`src/rtl/hilo_muldiv_ctrl.sv`:
```
// Multi-cycle MULT/MULTU/DIV/DIVU sequencer owning the HI/LO write port.
// Radix-2 shift-add multiply and restoring divide, one iteration per clock.
module hilo_muldiv_ctrl #(
    parameter int WIDTH = 32
) (
    input  logic             clk,
    input  logic             rst,
    input  logic             i_start,
    input  logic [1:0]       i_op,
    input  logic [WIDTH-1:0] i_opa,
    input  logic [WIDTH-1:0] i_opb,
    input  logic             i_annul,
    output logic             o_stall,
    output logic             o_busy,
    output logic             o_we_hi,
    output logic             o_we_lo,
    output logic [WIDTH-1:0] o_hi,
    output logic [WIDTH-1:0] o_lo,
    output logic             o_div_by_zero
);

    localparam int CW = (WIDTH > 1) ? $clog2(WIDTH) : 1;
    localparam logic [CW-1:0] CNT_LAST = CW'(WIDTH - 1);

    typedef enum logic [1:0] {IDLE, RUN, DONE, DZ} state_t;

    state_t             state_q, state_d;
    logic [CW-1:0]      cnt_q, cnt_d;
    logic               is_div_q, is_div_d;
    logic               neg_res_q, neg_res_d;
    logic               neg_rem_q, neg_rem_d;
    logic [WIDTH-1:0]   opnd_q, opnd_d;
    logic [2*WIDTH-1:0] acc_q, acc_d;

    logic               op_signed;
    logic [WIDTH-1:0]   abs_a, abs_b;
    logic [WIDTH:0]     mul_sum;
    logic [WIDTH:0]     div_part;
    logic               div_ge;
    logic [WIDTH-1:0]   div_sub;
    logic [2*WIDTH-1:0] acc_step;
    logic [2*WIDTH-1:0] prod_fin;

    function automatic logic [WIDTH-1:0] neg_w(input logic [WIDTH-1:0] v);
        return ~v + 1'b1;
    endfunction

    function automatic logic [2*WIDTH-1:0] neg_2w(input logic [2*WIDTH-1:0] v);
        return ~v + 1'b1;
    endfunction

    // -2^(W-1) maps onto itself, which is exactly its W-bit unsigned magnitude.
    function automatic logic [WIDTH-1:0] mag(input logic [WIDTH-1:0] v, input logic sgn);
        return (sgn && v[WIDTH-1]) ? neg_w(v) : v;
    endfunction

    always_ff @(posedge clk or negedge rst) begin
        if (!rst) begin
            state_q   <= IDLE;
            cnt_q     <= '0;
            is_div_q  <= 1'b0;
            neg_res_q <= 1'b0;
            neg_rem_q <= 1'b0;
            opnd_q    <= '0;
            acc_q     <= '0;
        end else begin
            state_q   <= state_d;
            cnt_q     <= cnt_d;
            is_div_q  <= is_div_d;
            neg_res_q <= neg_res_d;
            neg_rem_q <= neg_rem_d;
            opnd_q    <= opnd_d;
            acc_q     <= acc_d;
        end
    end

    // acc holds {hi, multiplier} for MUL and {remainder, quotient} for DIV.
    always_comb begin
        op_signed = ~i_op[0];
        abs_a     = mag(i_opa, op_signed);
        abs_b     = mag(i_opb, op_signed);

        mul_sum  = {1'b0, acc_q[2*WIDTH-1:WIDTH]} + (acc_q[0] ? {1'b0, opnd_q} : '0);
        div_part = {acc_q[2*WIDTH-1:WIDTH], acc_q[WIDTH-1]};
        div_ge   = (div_part >= {1'b0, opnd_q});
        div_sub  = div_part[WIDTH-1:0] - opnd_q;

        if (is_div_q) begin
            acc_step = div_ge ? {div_sub, acc_q[WIDTH-2:0], 1'b1}
                              : {div_part[WIDTH-1:0], acc_q[WIDTH-2:0], 1'b0};
        end else begin
            acc_step = {mul_sum, acc_q[WIDTH-1:1]};
        end
    end

    always_comb begin
        state_d   = state_q;
        cnt_d     = cnt_q;
        is_div_d  = is_div_q;
        neg_res_d = neg_res_q;
        neg_rem_d = neg_rem_q;
        opnd_d    = opnd_q;
        acc_d     = acc_q;
        case (state_q)
            IDLE: begin
                cnt_d = '0;
                if (i_start && !i_annul) begin
                    is_div_d  = i_op[1];
                    neg_res_d = op_signed & (i_opa[WIDTH-1] ^ i_opb[WIDTH-1]);
                    neg_rem_d = op_signed & i_opa[WIDTH-1];
                    opnd_d    = i_op[1] ? abs_b : abs_a;
                    acc_d     = i_op[1] ? {{WIDTH{1'b0}}, abs_a} : {{WIDTH{1'b0}}, abs_b};
                    state_d   = (i_op[1] && (i_opb == '0)) ? DZ : RUN;
                end
            end
            RUN: begin
                if (i_annul) begin
                    state_d = IDLE;
                end else begin
                    acc_d = acc_step;
                    cnt_d = cnt_q + 1'b1;
                    if (cnt_q == CNT_LAST) begin
                        state_d = DONE;
                    end
                end
            end
            DONE:    state_d = IDLE;
            DZ:      state_d = IDLE;
            default: state_d = IDLE;
        endcase
    end

    always_comb begin
        prod_fin = neg_res_q ? neg_2w(acc_q) : acc_q;
    end

    // Stall and write enables are combinational so an annul drops them in the same cycle.
    always_comb begin
        o_stall       = 1'b0;
        o_busy        = (state_q != IDLE);
        o_we_hi       = 1'b0;
        o_we_lo       = 1'b0;
        o_hi          = '0;
        o_lo          = '0;
        o_div_by_zero = 1'b0;
        case (state_q)
            IDLE: o_stall = rst & i_start & ~i_annul;
            RUN:  o_stall = ~i_annul;
            DONE: begin
                if (!i_annul) begin
                    o_we_hi = 1'b1;
                    o_we_lo = 1'b1;
                    if (is_div_q) begin
                        o_lo = neg_res_q ? neg_w(acc_q[WIDTH-1:0]) : acc_q[WIDTH-1:0];
                        o_hi = neg_rem_q ? neg_w(acc_q[2*WIDTH-1:WIDTH])
                                         : acc_q[2*WIDTH-1:WIDTH];
                    end else begin
                        o_hi = prod_fin[2*WIDTH-1:WIDTH];
                        o_lo = prod_fin[WIDTH-1:0];
                    end
                end
            end
            DZ:      o_div_by_zero = ~i_annul;
            default: ;
        endcase
    end

endmodule

```
`config.mk`:
```
export PLATFORM = sky130hd
export DESIGN_NAME = hilo_muldiv_ctrl
export DESIGN_NICKNAME = d
export VERILOG_FILES = /design/src/rtl/hilo_muldiv_ctrl.sv
export SDC_FILE = /design/constraint.sdc
export NUM_CORES = 1
export LEC_CHECK = 0
export CORE_ASPECT_RATIO = 1.2
export CORE_MARGIN = 5
export CORE_UTILIZATION = 63
export CTS_CLUSTER_SIZE = 20
export DETAILED_ROUTE_END_ITERATION = 10
export PLACE_DENSITY_LB_ADDON = 0.1
export SETUP_SLACK_MARGIN = 0.05
export SYNTH_ARGS = -nofsm -noshare
export SYNTH_HDL_FRONTEND = slang
export SYNTH_SLANG_ARGS = --single-unit
```
`constraint.sdc`:
```
create_clock -name clk -period 6.2 [get_ports clk]
set_input_delay 0.93 -clock clk [delete_from_list [all_inputs] [get_ports clk]]
set_output_delay 0.93 -clock clk [all_outputs]
set_load 0.05 [all_outputs]
```
==> flow_summary.json, run 1 <==
{
  "syn_area_sq_um": 12600,
  "whs_path_depth": 1,
  "cts_setup_buffers": 0,
  "io_pins": 139,
  "fin_nets": 1928,
  "synth_top_cells_by_count": "nor2_1 (231), o21ai_0 (175), nand2_1 (157), a21oi_1 (146), dfrtp_1 (106)",
  "timing.rr.start": "acc_q[0]",
  "cp_cell_sequence": "inv_1 > ha_1 > nor2b_1 > and3_1 > nand3_1 > or2_1 > o21ai_0 > o21ai_0 > xnor2_1 > nor2_1 > clkdlybuf4s50_1",
  "swShare": 0.538,
  "cts_tree": "yes",
  "synth_cell_types": 84,
  "clk_path_buf_depth": 2,
  "gp_congestion": 0.999,
  "vias_per_cell": 6.45,
  "relSlewSlack": 0.310,
  "clkSinkCount": 106,
  "hold_viol": 0,
  "std_cell_rows": 56,
  "synthTopCellsByArea": "dfrtp_1 (21%), ha_1 (6.9%), o21ai_0 (6.9%)",
  "holdWs_ns": 0.490,
  "fin_crit_ns": 5.29,
  "via_count": 13200,
  "n_fill_cell": 1667,
  "status": "finished clean",
  "p_comb_frac": 0.689,
  "dieArea_sq_um": 23000,
  "area_delta_synth_final_pct": 13.6,
  "vdd_drop_max_v": 0.000201,
  "avgSynthCellArea_sq_um": 7.33,
  "rsz0062_at_grt": "false",
  "clock_latency_ns": 0.37,
  "switching_power_uw": 3360,
  "synth_largest_area_cell": "dfrtp_1",
  "cp_data_arrival_time_ns": 4.36,
  "synth_top_area_share": 0.210,
  "initial_core_util": 0.643,
  "drt-pass1-iter-count": 6,
  "hold_path_class": "reg2reg",
  "numPlacedInstances": 2036,
  "grt_max_degree": 84,
  "grt_pass1_vias": 12700,
  "routed_wl_microns": 41400,
  "whs_endpoint": "opnd_q[23]",
  "register_area_sq_um": 2650,
  "min-delay-start": "opnd_q[23]",
  "clock_power_share": 0.096,
  "core_area_sq_um": 19600,
  "grt_first_pass_wirelength_microns": 66200,
  "wl_per_cell_microns": 20.2,
  "cts_made_buffers": 9,
  "ys_async_sr_fraction": 1.00,
  "crit_buf_inv": 2,
  "yosys_warnings": 0,
  "die_h_microns": 165,
  "crit_family": "simple AND/OR/NAND/NOR gates",
  "p_seq_frac": 0.215,
  "powerDensity_nw_per_um2": 436,
  "clock_skew_ns": 0.0145,
  "synth_edf_count": 0,
  "cpPeakStageDelay_ns": 0.81,
  "dp_hpwl_microns": 31900,
  "final_area_sq_um": 14300,
  "die_x_microns": 139,
  "ys.flop_type": "dfrtp_1",
  "syn_inst": 1723,
  "final-setup-viol-count": 0,
  "cts_hold_buffers": 0,
  "setup_slack_ns": 0.914,
  "h-tree-depth": 3,
  "post-route-period-util": 0.853,
  "clkTransAtPathRegs_ns": 0.08,
  "grt_usage": 0.356,
  "portBuffers": 138,
  "fmax_mhz": 189,
  "r2r-end": "acc_q[61]",
  "grt_overflow": 0,
  "path_class": "reg2out",
  "place_area_sq_um": 14000,
  "leakagePower_uw": 0.00597,
  "drc": 0,
  "reg2reg_setup_slack_ns": 2.06,
  "slowest_stage": "clkdlybuf4s50_1",
  "cts.repair.resized": 0,
  "crit_path_end_kind": "primary output",
  "grt_antenna_before_repair": 0,
  "worstMarginPinSlew_ns": 1.03,
  "drt-initial-drc-count": 1398,
  "crit_fanout": 7,
  "synth_seq_cells": 106,
  "finalNonFillerCells": 2052,
  "yosysSeqAreaShare": 0.210,
  "max_cap_violations": 0,
  "crit_required_ns": 5.27,
  "layout-drive-gt1-share": 0.0452,
  "ff2ff_path_depth": 13,
  "yosysMostFrequentCell": "nor2_1",
  "diodes": 0,
  "crit_top_cell": "o21ai_0",
  "internal_power_uw": 2890,
  "slew_viol_final": 0,
  "drtAntennaViolNets": 0,
  "syn-num-nets": 1865,
  "root_buffer": "clkbuf_16",
  "multi_input_comb_area_sq_um": 9310,
  "post-place-ws_ns": 1.45,
  "start_kind": "flop",
  "setup_tns_ns": 0
}
registers in the layout, summed over array words and instances, names as in the netlist:
register	flops
neg_rem_q	1
neg_res_q	1
opnd_q	32
is_div_q	1
cnt_q	5
acc_q	64
state_q	2
kinds of logic (layout without fill, tap and decap cells):
| family | after synthesis | after routing | synth area share |
|---|---|---|---|
| mux | 76 | 76 | 0.0610 |
| compound gates | 533 | 533 | 0.261 |
| xor+xnor | 170 | 170 | 0.118 |
| flops | 106 | 106 | 0.210 |
| buf+inv | 171 | 239 | 0.0543 |
| fa+ha+maj | 72 | 72 | 0.0726 |
| simple gates | 595 | 595 | 0.223 |
final cells by class:
type,instances,share of cell area
Clock buffer,10,0.0167
Tap cell,261,0.0228
Sequential cell,106,0.185
Clock inverter,6,0.00428
Inverter,69,0.0181
Multi-Input combinational cell,1446,0.649
Timing Repair Buffer,154,0.104
power by group through the flow:
stage                     Sequential, uW  Clock (uW)  Combinational [uW]
after global placement              1320           0                4140
after floorplan                     1160           0                3300
after detailed placement            1340           0                4180
final                               1350         601                4310
after global routing                1380         632                4710
after CTS                           1330         599                4220
worst max path at each step:
stage | start | end | slack (ns) | cells after the start
6_report | acc_q[0] | o_hi[24] | 0.91 | 11
5_1_grt | acc_q[1] | o_hi[24] | 0.79 | 11
4_1_cts | acc_q[0] | o_hi[26] | 0.97 | 12
3_5_place_dp | acc_q[0] | o_hi[26] | 1.45 | 12
3_3_place_gp | acc_q[8] | o_hi[24] | 1.49 | 9
2_1_floorplan | acc_q[0] | o_hi[22] | 2.05 | 12
routing by layer:
metal	global-route usage	vias to the layer above	routed length [microns]
li1	-	6292	-
met1	0.453	6167	16800
met2	0.603	662	19500
met3	0.0484	124	3010
met4	0.163	0	2020
met5	0	-	0
per-stage QoR:
stage / total power, uW / util
after floorplan: 4460 / -
after global placement: 5460 / 0.716
after detailed placement: 5520 / 0.716
after CTS: 6150 / 0.731
after global routing: 6730 / 0.731
final: 6260 / 0.731
layout by cell type, fill, tap and decap left out, types with 14 or more instances in the layout:
master,netlist,final
or3_1,23,23
nand3_1,24,24
a22oi_1,21,21
nor3_1,37,37
a21o_1,24,24
buf_4,4,17
a21oi_1,146,146
nor4_1,14,14
xor2_1,86,86
clkdlybuf4s50_1,0,136
nand2b_1,14,14
nand2_1,157,157
inv_1,68,68
dfrtp_1,106,105
o21ai_0,175,174
a31oi_1,17,17
ha_1,70,70
nor2_1,231,230
mux2i_1,69,69
xnor2_1,84,84
nand4_1,16,16
o31ai_1,29,29
Power figures use the tool's default switching activity.
==> run 2: changes to the inputs <==
- SKIP_CTS_REPAIR_TIMING: not set -> 1
==> results of run 2 <==
The final DEF is identical to that of run 1; final timing and power are the same.
